[src/rtl/mem_arbiter.sv]
// rtl/mem_arbiter.sv - dmem-priority two-port to one-port line memory arbiter (optional ARB_PERF_CNT_EN perf counters)
module mem_arbiter #(
    parameter int ADDR_W      = 16,
    parameter int LINE_W      = 128,
    parameter int DSTREAK_MAX = 4
) (
    input  logic                clk,
    input  logic                rst_n,
    input  logic                imem_stb,
    input  logic                imem_cyc,
    input  logic [ADDR_W-1:0]   imem_address,
    output logic [LINE_W-1:0]   imem_rdata,
    output logic                imem_resp,
    input  logic                dmem_stb,
    input  logic                dmem_cyc,
    input  logic                dmem_we,
    input  logic [LINE_W/8-1:0] dmem_sel,
    input  logic [ADDR_W-1:0]   dmem_address,
    input  logic [LINE_W-1:0]   dmem_wdata,
    output logic [LINE_W-1:0]   dmem_rdata,
    output logic                dmem_resp,
    output logic                pmem_stb,
    output logic                pmem_cyc,
    output logic                pmem_we,
    output logic [LINE_W/8-1:0] pmem_sel,
    output logic [ADDR_W-1:0]   pmem_address,
    output logic [LINE_W-1:0]   pmem_wdata,
    input  logic [LINE_W-1:0]   pmem_rdata,
    input  logic                pmem_ack
`ifdef ARB_PERF_CNT_EN
    ,
    output logic [31:0]         perf_imem_grants,
    output logic [31:0]         perf_dmem_grants,
    output logic [31:0]         perf_conflict_cycles
`endif
);

    typedef enum logic [1:0] {
        IDLE   = 2'd0,
        BUSY_I = 2'd1,
        BUSY_D = 2'd2
    } state_t;

    localparam logic [3:0] STREAK_MAX = 4'(DSTREAK_MAX);

    state_t     state;
    state_t     state_next;
    logic       imem_req;
    logic       dmem_req;
    logic       grant_i;
    logic       grant_d;
    logic [3:0] streak;

    assign imem_req = imem_stb & imem_cyc;
    assign dmem_req = dmem_stb & dmem_cyc;

    // Read data is broadcast to both ports; only resp marks it as belonging to a port.
    assign imem_rdata = pmem_rdata;
    assign dmem_rdata = pmem_rdata;
    assign imem_resp  = pmem_ack && (state == BUSY_I);
    assign dmem_resp  = pmem_ack && (state == BUSY_D);

    // Arbitration and transaction sequencing: dmem wins unless imem has waited out a full streak.
    always_comb begin
        state_next = state;
        grant_i    = 1'b0;
        grant_d    = 1'b0;
        case (state)
            IDLE: begin
                if (dmem_req && (!imem_req || (streak < STREAK_MAX))) begin
                    state_next = BUSY_D;
                    grant_d    = 1'b1;
                end else if (imem_req) begin
                    state_next = BUSY_I;
                    grant_i    = 1'b1;
                end
            end
            BUSY_I, BUSY_D: begin
                if (pmem_ack) begin
                    state_next = IDLE;
                end
            end
            default: state_next = IDLE;
        endcase
    end

    // State register.
    always_ff @(posedge clk) begin
        if (!rst_n) begin
            state <= IDLE;
        end else begin
            state <= state_next;
        end
    end

    // Capture the winner's request into the shared port; strobes stay up for the whole grant.
    always_ff @(posedge clk) begin
        if (!rst_n) begin
            pmem_stb     <= 1'b0;
            pmem_cyc     <= 1'b0;
            pmem_we      <= 1'b0;
            pmem_sel     <= '0;
            pmem_address <= '0;
            pmem_wdata   <= '0;
        end else begin
            pmem_stb <= (state_next != IDLE);
            pmem_cyc <= (state_next != IDLE);
            if (grant_d) begin
                pmem_address <= {dmem_address[ADDR_W-1:4], 4'b0000};
                pmem_we      <= dmem_we;
                pmem_sel     <= dmem_sel;
                pmem_wdata   <= dmem_wdata;
            end else if (grant_i) begin
                pmem_address <= {imem_address[ADDR_W-1:4], 4'b0000};
                pmem_we      <= 1'b0;
                pmem_sel     <= '1;
                pmem_wdata   <= '0;
            end
        end
    end

    // Count dmem grants that jumped ahead of a waiting imem; any grant without contention resets it.
    always_ff @(posedge clk) begin
        if (!rst_n) begin
            streak <= 4'd0;
        end else if (grant_i) begin
            streak <= 4'd0;
        end else if (grant_d) begin
            if (!imem_req) begin
                streak <= 4'd0;
            end else if (streak >= STREAK_MAX) begin
                streak <= STREAK_MAX;
            end else begin
                streak <= streak + 4'd1;
            end
        end
    end

`ifdef ARB_PERF_CNT_EN
    // Grant and contention statistics; counters wrap naturally at 32 bits.
    always_ff @(posedge clk) begin
        if (!rst_n) begin
            perf_imem_grants     <= 32'd0;
            perf_dmem_grants     <= 32'd0;
            perf_conflict_cycles <= 32'd0;
        end else begin
            if (grant_i) begin
                perf_imem_grants <= perf_imem_grants + 32'd1;
            end
            if (grant_d) begin
                perf_dmem_grants <= perf_dmem_grants + 32'd1;
            end
            if (imem_req && dmem_req && (state != BUSY_I)) begin
                perf_conflict_cycles <= perf_conflict_cycles + 32'd1;
            end
        end
    end
`endif

endmodule

[config.mk]
export PLATFORM = sky130hd
export DESIGN_NAME = mem_arbiter
export DESIGN_NICKNAME = d
export VERILOG_FILES = /design/src/rtl/mem_arbiter.sv
export SDC_FILE = /design/constraint.sdc
export NUM_CORES = 1
export LEC_CHECK = 0
export ABC_AREA = 0
export BUFFER_PORTS_ARGS = -buffer_cell sky130_fd_sc_hd__buf_4
export CORE_AREA = 5 5 282 284
export DETAILED_ROUTE_END_ITERATION = 10
export DIE_AREA = 0 0 287 289
export GPL_TIMING_DRIVEN = 0
export PLACE_DENSITY = 0.38
export RECOVER_POWER = 50
export SYNTH_ARGS = -nofsm -noshare
export SYNTH_HDL_FRONTEND = slang
export SYNTH_SLANG_ARGS = --single-unit
[constraint.sdc]
create_clock -name clk -period 2.8 [get_ports clk]
set_input_delay 0.56 -clock clk [delete_from_list [all_inputs] [get_ports clk]]
set_output_delay 0.56 -clock clk [all_outputs]
set_load 0.005 [all_outputs]
After elaboration in Yosys (flattened, before gate mapping)
Index checks and enable logic that the tools add are counted.
{"block": "word_totals", "word_cells": 44, "mem_bits_rw": 0, "regBits": 164, "in_bits": 312, "n_memories": 0, "latch_bits": 0, "romBits": 0}
{"block": "classes", "reduce_logical": 10, "magnitude_cmp": 2, "eq_ne": 2, "n_addsub": 1, "shifts": 0, "multipliers": 0, "div": 0, "n_mux": 19, "bitwise_logic": 3}
{"cell": "two-way mux 128 bit", "n": 2}
{"cell": "two-way mux 16 bit", "n": 4}
{"cell": "two-way mux 4 bit", "n": 2}
{"cell": "two-way mux 1 bit", "n": 7}
{"cell": "two-way mux 2 bit", "n": 3}
{"cell": "adder 4 x 1 -> 4 bit, second input constant", "n": 1}
{"cell": ">= comparator 4 x 3 -> 1 bit, second input constant", "n": 1}
{"cell": "< comparator 4 x 3 -> 1 bit, second input constant", "n": 1}
{"cell": "one-hot mux 2 bit (2 select lines)", "n": 1}
{"cell": "nonzero test 2 bit", "n": 2}
{"cell": "OR reduction 2 bit", "n": 2}
{"cell": "logical AND 1 bit", "n": 3}
{"cell": "bitwise AND 1 bit", "n": 2}
{"cell": "equality test 2 x 1 -> 1 bit, second input constant", "n": 1}
{"cell": "equality test 2 bit, second input constant", "n": 1}
{"cell": "logical NOT 2 bit", "n": 1}
{"cell": "logical NOT 1 bit", "n": 1}
{"cell": "logical OR 1 bit", "n": 1}
{"cell": "NOT 1 bit", "n": 1}

Logic depth before layout (Yosys ltp)
{"block": "logic_depth", "word_depth": 8, "depth_mapped": 8}

Worst setup path before layout
No wires, ideal clock.
{"block": "synth_path", "kind": "in2reg", "startpoint": "input dmem_stb", "endpoint": "register pmem_wdata[29]", "cell_stages": 6, "setup_ns": 0.065, "t_arrival_ns": 1.554, "n_path_buf": 2, "path_slack_ns": 1.180, "path_cell_list": "and2_1 o21ai_1 buf_2 buf_2 a22oi_1 nor2b_1"}
{"block": "synth_between", "elab_chain_cells": 5, "elab_cells_between_ends": 8, "classes_between": "mux (5); bitwise (1); reduce/logical (2)"}
{"element": "from (decl)", "line": "14", "rtl": "input logic dmem_stb,"}
{"element": "bitwise AND 1 bit *", "line": "55", "rtl": "assign dmem_req = dmem_stb & dmem_cyc;"}
{"element": "logical AND 1 bit *", "line": "70", "rtl": "if (dmem_req && (!imem_req || (streak < STREAK_MAX))) begin"}
{"element": "two-way mux 1 bit", "line": "70"}
{"element": "two-way mux 1 bit", "line": "68", "rtl": "case (state)"}
{"element": "two-way mux 128 bit or nonzero test 2 bit (tied branches)"}
{"element": "to (signal assigned)", "line": "112", "rtl": "pmem_wdata <= dmem_wdata;"}
{"element": "to (decl)", "line": "27", "rtl": "output logic [LINE_W-1:0] pmem_wdata,"}
Mark *: on every way between the ends. The rest lies on a longest branch, timed or not.
A chain may end at the register's enable or synchronous reset.

Final worst setup path
{"block": "layout_path", "startpoint": "register state[0]", "endpoint": "register pmem_wdata[32]"}
{"block": "layout_between", "elab_chain_cells": 3, "elab_cells_between_ends": 5, "classes_between": "mux (3); reduce/logical (2)"}
{"element": "from (decl)", "line": "46", "rtl": "state_t state;"}
{"element": "from (signal assigned)", "line": "92", "rtl": "state <= state_next;"}
{"element": "logical NOT 2 bit *", "line": "68"}
{"element": "two-way mux 1 bit", "line": "68"}
{"element": "two-way mux 128 bit or nonzero test 2 bit (tied branches)"}
Marks and branches as above.

==> flow_summary.rst <==
.. list-table::
   :header-rows: 1

   * - Metric
     - Value
   * - Status
     - finished, final reports clean
   * - Count of unique library cells instantiated by Yosys
     - 30
   * - VDD IR max
     - roughly 0.28 mV
   * - TritonCTS clock tree
     - built
   * - WP data arrival
     - 2860 ps
   * - Commonest non-fill, non-tap cells in the layout
     - buf_4 (565), clkbuf_4 (226), dfxtp_1 (164)
   * - Total global-route track usage
     - 9.328%
   * - H-Tree Depth
     - 4
   * - Final hold violations
     - 0
   * - Post-Route Skew
     - 14.66 ps
   * - Die outline height
     - 289 µm
   * - Leak Pwr
     - 0.006340 µW
   * - Rel. slew slack
     - ~36%
   * - Final setup violation count
     - 0
   * - Post-synthesis compound-gate area fraction
     - roughly 18%
   * - Crit path launch type
     - flop
   * - Proportion of layout cells with a drive suffix above 1
     - 59.20%
   * - Post-Synth Adder-Cell Area
     - 0.7851%
   * - Mapped Avg Cell Area
     - 9.464 µm²
   * - CTS buffer count
     - 17
   * - Syn-to-layout area delta
     - 76.42%
   * - Min-delay worst type
     - in -> reg
   * - Post-route insts no fill
     - 2510
   * - Vias per Instance
     - around 3.1
   * - Drt total wl
     - 41.34 mm
   * - DRC violations left
     - 0
   * - Dominant cell type by count on the critical path
     - buf_2
   * - Ordered cell list for the critical path
     - inv_1, ha_1, o21ai_1, buf_2, buf_2, a22oi_1, nor2b_1
   * - Total overflow reported by the global router
     - 0
   * - CTS root buf
     - clkbuf_16
   * - NumNets Final
     - about 1800
   * - Number of maximum-capacitance violations
     - 0
   * - Max incr delay on CP
     - 590 ps
   * - HPWL reported at the end of detailed placement
     - 34.64 mm
   * - Standard cell core area
     - 0.07683 mm²
   * - Unrepaired setup endpoints after global routing
     - no
   * - Number of hold-repair buffers added at the cts stage
     - 0
   * - Core utilization of the finished layout
     - 18.30%
   * - Power per standard cell area
     - around 460 mW/mm²
   * - Final Critical Period
     - 2447 ps
   * - Remaining number of nets flagged by the antenna check after routing
     - 0
   * - Sequential share of the synthesized area
     - 41.20%
   * - Clock slew at reported path FFs
     - 80 ps
   * - Maximum number of pins on one net before global-route repair
     - 17
   * - Total via count in the routed design
     - 7890
   * - Vias in the first global route
     - 8245
   * - Number of slew-limit violations in the final report
     - 0
   * - Combinational family with the most area after synthesis
     - buffers and inverters
   * - Kind of capture point of the worst setup path
     - flop
   * - Critical Path Slowest Stage Cell
     - buf_2
   * - Synthesized cell area
     - 0.007969 mm²
   * - Horizontal die dimension
     - ~290 µm
   * - Final period utilization
     - 87.40%
   * - Post-synthesis instance total
     - 842
   * - Insertion delay of the later-clocked pin in the worst-skew pair
     - 480 ps
   * - Area of the die
     - 0.08294 mm²
   * - Share of cell area taken by muxes after synthesis
     - 0.2512%
   * - Placer's final routability congestion estimate
     - 0.7622
   * - First DRT Iteration DRCs
     - 217
   * - Post-synthesis share of cell area spent on and, or, nand and nor gates
     - between 10% and 20%
   * - Antenna violations before repair
     - 1
   * - Starting density of the core
     - about a tenth
   * - Placed Cells incl. Taps
     - 2477
   * - Number of buffers on the longest clock path
     - 2
   * - Synth warnings
     - 0
   * - Post-CTS setup buffer count
     - 0
   * - Site Rows
     - 102
   * - Synthesized flop and latch total
     - roughly 160
   * - Average wire per standard cell
     - approximately 16 µm
   * - Required time at the worst-slack endpoint
     - 3210 ps
   * - Fmax
     - 408.6 MHz
   * - Xor/xnor cell area share of the yosys netlist
     - 0%
   * - Measured slew at the worst slew-check pin
     - 964.5 ps
   * - Wire length of the first global-routing pass
     - 56.74 mm
   * - Number of iterations in the first detailed-routing pass
     - 6
   * - Most common library cell in the layout ignoring fill and taps
     - buf_4
   * - Sink Count
     - 164
   * - Number of cells upsized or downsized after cts
     - 0
   * - Ports placed on the boundary
     - 733
   * - Port Buffers
     - 592
   * - Start-to-end type of the worst setup path
     - reg -> reg
   * - Critical path peak fanout
     - 10
final timing paths:
check / startpoint / to / slack (ps) / cells after the start
hold / removal: imem_address[5] / pmem_address[5] / 330 / 3
setup / recovery: state[0] / pmem_wdata[32] / 350 / 7
setup reg to reg: state[0] / pmem_wdata[32] / 350 / 7
hold reg to reg: streak[1] / streak[1] / 510 / 2
sequential cells by signal (all words and copies together), names as in the netlist:
register	flops
pmem_sel	16
pmem_wdata	128
pmem_address	12
pmem_we	1
pmem_cyc	1
streak	4
state	2
critical path, delay by kind of cell (launching register included):
kind | cells | cell delay (ps)
AOI/OAI and AO/OA | 2 | 480
buffers and inverters | 3 | 1090
adders and majority gates | 1 | 280
and+or+nand+nor | 1 | 130
DFF | 1 | 390
final cells by class:
type,count,area [µm²]
clock buffers,19,442.9
multi-input cells,364,2469
clock inverters,12,121.4
well taps,1040,1301
inverters,3,11.26
plain buffers,314,2213
diodes,2,5.005
repair buffers,592,4212
flip-flops and latches,164,3283
fillers,8750,62770
report_power, final:
group          leakage, µW  total (µW)  switching (µW)  internal [µW]
sequential         0.00134        2550            80.9           2470
combinational      0.00473        1550             646            906
clock             0.000274        2430            1170           1260
total              0.00634        6530            1890           4640
metrics by stage:
| step | setup slack (ps) | power (µW) | hold slack (ps) | instance area, µm² | TNS [ps] |
|---|---|---|---|---|---|
| floorplan | 1180 | 3291 | 464.6 | 7980 | 0 |
| global placement | 0.3435 | 4255 | 482.5 | 13730 | 0 |
| detailed placement | -73.05 | 4265 | 495.2 | 13730 | -1431 |
| CTS | 139.9 | 6820 | 263.1 | 14290 | 0 |
| global route | 16.09 | 6940 | 284.1 | 14050 | 0 |
| finish | 352.7 | 6535 | 326.8 | 14060 | 0 |
cell families (layout without fill, tap and decap cells):
| group | after synthesis | after routing |
|---|---|---|
| AO/OA/AOI/OAI | 190 | 190 |
| adder cells (fa/ha/maj) | 5 | 5 |
| buffers and inverters | 317 | 940 |
| flip-flops | 164 | 164 |
| multiplexers | 2 | 2 |
| other | 1 | 6 |
| AND/OR/NAND/NOR | 163 | 163 |
per-layer routing:
metal  part of all wire (%)  vias up  wire, µm  GRT usage (%)
li1                       -     3833         -              -
met1                     37     3627     15480          10.24
met2                     52      392     21350          16.54
met3                    9.0       38      3702          3.753
met4                    2.0        0       816          2.931
met5                      0        -         0              0
cell usage after synthesis (all sizes together):
cell    count  area (µm²)
a21boi      1       11.26
a21oi      24       120.1
a221oi      1       15.01
a22oi     129       968.4
a31oi       1       6.260
a32oi       1       8.760
and2        4       25.02
and3        1       6.260
buf       291        2131
clkbuf     23       86.33
conb        1       3.750
dfxtp     164        3283
ha          5       62.56
inv         3       11.26
mux2i       2       20.02
nand2      19       71.32
nand2b      1       6.260
nand3       2       10.01
nor2        4       15.01
nor2b     130       813.3
nor4        1       6.260
nor4b       1       8.760
o211ai      1       12.51
o21ai      14       70.06
o21bai      1       7.510
o221a      16       180.2
o311ai      1       8.760
(Power assumes the default switching activity.)
